`config.mk`:
```
export PLATFORM = sky130hd
export DESIGN_NAME = timer_key_entry
export DESIGN_NICKNAME = d
export VERILOG_FILES = /design/src/rtl/timer_key_entry.sv
export SDC_FILE = /design/constraint.sdc
export NUM_CORES = 1
export LEC_CHECK = 0
export BUFFER_PORTS_ARGS = -buffer_cell sky130_fd_sc_hd__buf_2
export CAP_MARGIN = 20
export CORE_MARGIN = 2
export CORE_UTILIZATION = 53
export CTS_BUF_LIST = sky130_fd_sc_hd__clkbuf_8
export DETAILED_ROUTE_END_ITERATION = 10
export PLACE_DENSITY = 0.89
export REMOVE_ABC_BUFFERS = 1
export SLEW_MARGIN = 0
export SYNTH_ARGS = -nofsm -noshare
export SYNTH_HDL_FRONTEND = slang
export SYNTH_SLANG_ARGS = --single-unit
```
`constraint.sdc`:
```
create_clock -name clk -period 1.65 [get_ports clk]
set_input_delay 0.2475 -clock clk [delete_from_list [all_inputs] [get_ports clk]]
set_output_delay 0.2475 -clock clk [all_outputs]
set_load 0.01 [all_outputs]
```
`src/rtl/timer_key_entry.sv`:
```
// Keypad entry stage for the BCD timer: shifts digits into M:S:S and sequences load/start.
// Optional quick-start (0:30 on a bare start key) is compiled in with TIMER_QUICK_START_EN.
module timer_key_entry #(
    parameter logic [3:0] KEY_START  = 4'hA,
    parameter logic [3:0] KEY_CANCEL = 4'hB
) (
    input  logic       clk,
    input  logic       clear,
    input  logic       key_valid,
    input  logic [3:0] key_code,
    input  logic       busy,
    output logic [3:0] min_digit,
    output logic [3:0] sec_tens,
    output logic [3:0] sec_units,
    output logic       load,
    output logic       start,
    output logic       stop,
    output logic       err,
    output logic [1:0] digit_count,
    output logic       entry_active
);

    typedef enum logic [1:0] {
        S_IDLE  = 2'd0,
        S_ENTRY = 2'd1,
        S_LOAD  = 2'd2,
        S_START = 2'd3
    } state_t;

    state_t     state_q, state_d;
    logic [3:0] min_q, min_d;
    logic [3:0] tens_q, tens_d;
    logic [3:0] units_q, units_d;
    logic [1:0] cnt_q, cnt_d;
    logic       load_q, load_d;
    logic       start_q, start_d;
    logic       stop_q, stop_d;
    logic       err_q, err_d;
    logic       entry_q, entry_d;

    logic       is_digit;
    logic       is_start;
    logic       is_cancel;
    logic       start_bad;

    assign is_digit  = key_valid && (key_code <= 4'd9);
    assign is_start  = key_valid && (key_code == KEY_START);
    assign is_cancel = key_valid && (key_code == KEY_CANCEL);
    // Tens of seconds above 5 or an all-zero time cannot be loaded.
    assign start_bad = (tens_q > 4'd5) || ({min_q, tens_q, units_q} == 12'd0);

    // Next-state and next-output logic.
    always_comb begin
        state_d = state_q;
        min_d   = min_q;
        tens_d  = tens_q;
        units_d = units_q;
        cnt_d   = cnt_q;
        load_d  = 1'b1;
        start_d = 1'b0;
        stop_d  = 1'b0;
        err_d   = 1'b0;
        case (state_q)
            S_IDLE: begin
                if (is_digit && !busy) begin
                    units_d = key_code;
                    cnt_d   = 2'd1;
                    state_d = S_ENTRY;
                end else if (is_cancel && busy) begin
                    stop_d = 1'b1;
`ifdef TIMER_QUICK_START_EN
                end else if (is_start && !busy && (cnt_q == 2'd0)) begin
                    min_d   = 4'd0;
                    tens_d  = 4'd3;
                    units_d = 4'd0;
                    load_d  = 1'b0;
                    state_d = S_LOAD;
`endif
                end else begin
                    state_d = S_IDLE;
                end
            end
            S_ENTRY: begin
                if (is_digit) begin
                    if (cnt_q != 2'd3) begin
                        min_d   = tens_q;
                        tens_d  = units_q;
                        units_d = key_code;
                        cnt_d   = cnt_q + 2'd1;
                    end else begin
                        cnt_d = cnt_q;
                    end
                end else if (is_start) begin
                    if (start_bad) begin
                        err_d = 1'b1;
                    end else begin
                        load_d  = 1'b0;
                        state_d = S_LOAD;
                    end
                end else if (is_cancel) begin
                    min_d   = 4'd0;
                    tens_d  = 4'd0;
                    units_d = 4'd0;
                    cnt_d   = 2'd0;
                    state_d = S_IDLE;
                end else begin
                    state_d = S_ENTRY;
                end
            end
            S_LOAD: begin
                start_d = 1'b1;
                state_d = S_START;
            end
            S_START: begin
                min_d   = 4'd0;
                tens_d  = 4'd0;
                units_d = 4'd0;
                cnt_d   = 2'd0;
                state_d = S_IDLE;
            end
            default: begin
                state_d = S_IDLE;
            end
        endcase
        entry_d = (state_d == S_ENTRY);
    end

    // State and registered outputs, with synchronous clear.
    always_ff @(posedge clk) begin
        if (clear) begin
            state_q <= S_IDLE;
            min_q   <= 4'd0;
            tens_q  <= 4'd0;
            units_q <= 4'd0;
            cnt_q   <= 2'd0;
            load_q  <= 1'b1;
            start_q <= 1'b0;
            stop_q  <= 1'b0;
            err_q   <= 1'b0;
            entry_q <= 1'b0;
        end else begin
            state_q <= state_d;
            min_q   <= min_d;
            tens_q  <= tens_d;
            units_q <= units_d;
            cnt_q   <= cnt_d;
            load_q  <= load_d;
            start_q <= start_d;
            stop_q  <= stop_d;
            err_q   <= err_d;
            entry_q <= entry_d;
        end
    end

    assign min_digit    = min_q;
    assign sec_tens     = tens_q;
    assign sec_units    = units_q;
    assign load         = load_q;
    assign start        = start_q;
    assign stop         = stop_q;
    assign err          = err_q;
    assign digit_count  = cnt_q;
    assign entry_active = entry_q;

endmodule
```
==> results.sh <==
export IMPL_final_setup_skew_ns=0.00324
export IMPL_setup_viol_count_final=0
export IMPL_worst_slew_pin_slew_ns=0.324
export IMPL_final_antenna_net_count=0
export IMPL_endpoint_kind="flop"
export IMPL_synthCells=102
export IMPL_cts_htree_levels=1
export IMPL_crit_chain="nor2b_1 > nand3_1 > nand2_4 > mux2i_1"
export IMPL_via_per_inst=5.51
export IMPL_avgSynthCellArea_um2=9.74
export IMPL_nets=139
export IMPL_synth_top_area_cell="dfxtp_1"
export IMPL_cts_buffers=3
export IMPL_grt_max_degree=23
export IMPL_gr_total_overflow=0
export IMPL_min_period_over_period=0.839
export IMPL_cts_hold_buf=0
export IMPL_area_growth_pct=18.9
export IMPL_grt_use_total=0.219
export IMPL_synth_edf_count=0
export IMPL_p_leak_nw=0.502
export IMPL_synthXorXnorAreaFrac=0
export IMPL_cp_data_arrival_time_ns=1.57
export IMPL_yosysMostFrequentCell="dfxtp_1"
export IMPL_max_freq_mhz=723
export IMPL_grt_pass1_vias=744
export IMPL_insertion_delay_ns=0.26
export IMPL_grt_pass1_wl_um=3330
export IMPL_die_w_um=47.3
export IMPL_synth_top_family_by_area="simple AND/OR/NAND/NOR gates"
export IMPL_postCtsResizedCells=0
export IMPL_row_count=15
export IMPL_final_hold_viol_count=0
export IMPL_setup_tns_ns=0
export IMPL_synth_area_leaders="dfxtp_1, mux2i_1, nand2b_1"
export IMPL_diodes=0
export IMPL_synth_warnings=0
export IMPL_dp_hpwl_um=1510
export IMPL_cp_slowest_cell="dfxtp_1"
export IMPL_ioPinCount=27
export IMPL_drv_slew=0
export IMPL_finalWirelength_um=2090
export IMPL_postCtsSetupRepairBufs=0
export IMPL_criticalPathCategory="reg2reg"
export IMPL_portBuffers=26
export IMPL_synthesis_area_um2=993
export IMPL_drv_cap=0
export IMPL_start_util=0.569
export IMPL_irDropWorstVdd_mv=0.494
export IMPL_drc=0
export IMPL_total_power_uw=962
export IMPL_antenna_found_initial=0
export IMPL_place_gp_congestion=0.951
export IMPL_ys_async_sr_fraction=0
export IMPL_cts_tree="yes"
export IMPL_layout_drive_gt1_share=0.287
export IMPL_cp_start_kind="flop"
export IMPL_critical_path_max_stage_delay_ns=0.51
export IMPL_cp_data_required_time_ns=1.83
export IMPL_period_minus_slack_ns=1.38
export IMPL_path_clk_slew_ns=0.07
export IMPL_drtIter0Drc=16
export IMPL_core_um2=1750
export IMPL_rsz0062_at_grt="false"
export IMPL_yosys_top_cells_count="dfxtp_1, nand2_1, nand2b_1"
export IMPL_wl_per_cell_um=13.6
export IMPL_synth_distinct_cells=33
export IMPL_synthAdderAreaFrac=0.0126
export IMPL_slew_headroom=0.784
export IMPL_fillers=134
export IMPL_clock_path_buffers=2
export IMPL_via_count=849
export IMPL_cts_sinks=21
export IMPL_synth_compound_area_frac=0.111
export IMPL_first_pass_iters=4
export IMPL_synth_top_area_frac=0.423
export IMPL_cellPowerDensity_nw_per_um2=815
export IMPL_synthFlopType="dfxtp_1"
export IMPL_critPathMaxFanout=9
export IMPL_cts_root_buf="clkbuf_8"
export IMPL_chipHeight_um=47.3
export IMPL_synthSimpleGateAreaFrac=0.298
export IMPL_outcome="finished clean"
export IMPL_synthMuxAreaShare=0.121
export IMPL_synth_seq_cells=21
export IMPL_dieArea_um2=2240
export IMPL_ys_seq_area_frac=0.423
export IMPL_hold_path_class="in2reg"
[power by group]
part	switching, mW	internal [mW]
Sequential	0.0135	0.518
Combinational	0.0589	0.0492
Clock	0.157	0.166
Total	0.229	0.733
[routing by layer]
layer	GRT usage	routed length, µm
met4	0.111	36
met1	0.305	929
met2	0.316	1000
met5	0	0
met3	0.0462	119
[final timing paths]
kind / to / start / cells past startpoint / slack, ns
setup reg to reg: min_digit[0]$_SDFFE_PP0P_ / state_q[0]$_SDFF_PP0_ / 4 / 0.27
hold reg to reg: min_digit[3]$_SDFFE_PP0P_ / min_digit[3]$_SDFFE_PP0P_ / 2 / 0.49
setup / recovery: min_digit[0]$_SDFFE_PP0P_ / state_q[0]$_SDFF_PP0_ / 4 / 0.27
hold / removal: sec_units[2]$_SDFFE_PP0P_ / key_code[2] / 3 / 0.26
[per-stage QoR]
step / instances / hold slack [ns] / area (µm²) / util / setup WS, ns
after global routing: 154 / 0.261 / 1180 / 0.677 / 0.138
after global placement: 150 / 0.472 / 1140 / 0.651 / 0.341
after floorplan: 98 / 0.320 / 967 / - / 0.285
final: 154 / 0.259 / 1180 / 0.677 / 0.266
after CTS: 154 / 0.252 / 1180 / 0.677 / 0.273
after detailed placement: 150 / 0.484 / 1140 / 0.651 / 0.284
[sequential cells by signal, summed over array words and instances, names as in the netlist]
name / count
sec_units: 4
sec_tens: 4
entry_active: 1
start: 1
digit_count: 2
min_digit: 4
stop: 1
state_q: 2
err: 1
load: 1
[critical path: cells and delay by family (launching register included)]
family           cells  cell delay, ns
DFF                  1            0.51
muxes                1            0.21
and+or+nand+nor      3            0.58
[layout make-up]
type	instances	area [µm²]	share of cell area
clock buffer	3	41.3	0.0350
clock inverter	1	3.75	0.00318
inverter	2	7.51	0.00636
multi-input combinational	75	539	0.457
sequential	21	420	0.356
tap	25	31.3	0.0265
timing repair buffer	27	138	0.117
[placed cells by master (no fill, tap or decap)]
cell type / n
buf_2: 26
dfxtp_1: 21
nand2b_1: 14
nand2_1: 14
mux2i_1: 12
nor3_1: 3
inv_1: 3
nor4_1: 3
nor2_1: 3
clkbuf_8: 3
o2bb2ai_1: 2
nor2b_1: 2
a32oi_1: 2
a21o_1: 2
o21ai_2: 1
nor3b_1: 1
and4b_4: 1
and2_4: 1
a31oi_4: 1
o211ai_1: 1
nand2_2: 1
nor4bb_2: 1
nand3_1: 1
nand2_4: 1
and2_1: 1
a311oi_1: 1
nand3b_1: 1
a31oi_1: 1
and3_1: 1
nor4bb_1: 1
a211oi_1: 1
ha_1: 1
buf_4: 1
[logic make-up after synthesis]
logic type / count (synthesis)
adders and majority gates: 1
and+or+nand+nor: 50
buffers and inverters: 6
muxes: 12
AOI/OAI and AO/OA: 12
DFF: 21
No activity file was read; power rests on OpenSTA's default activity.
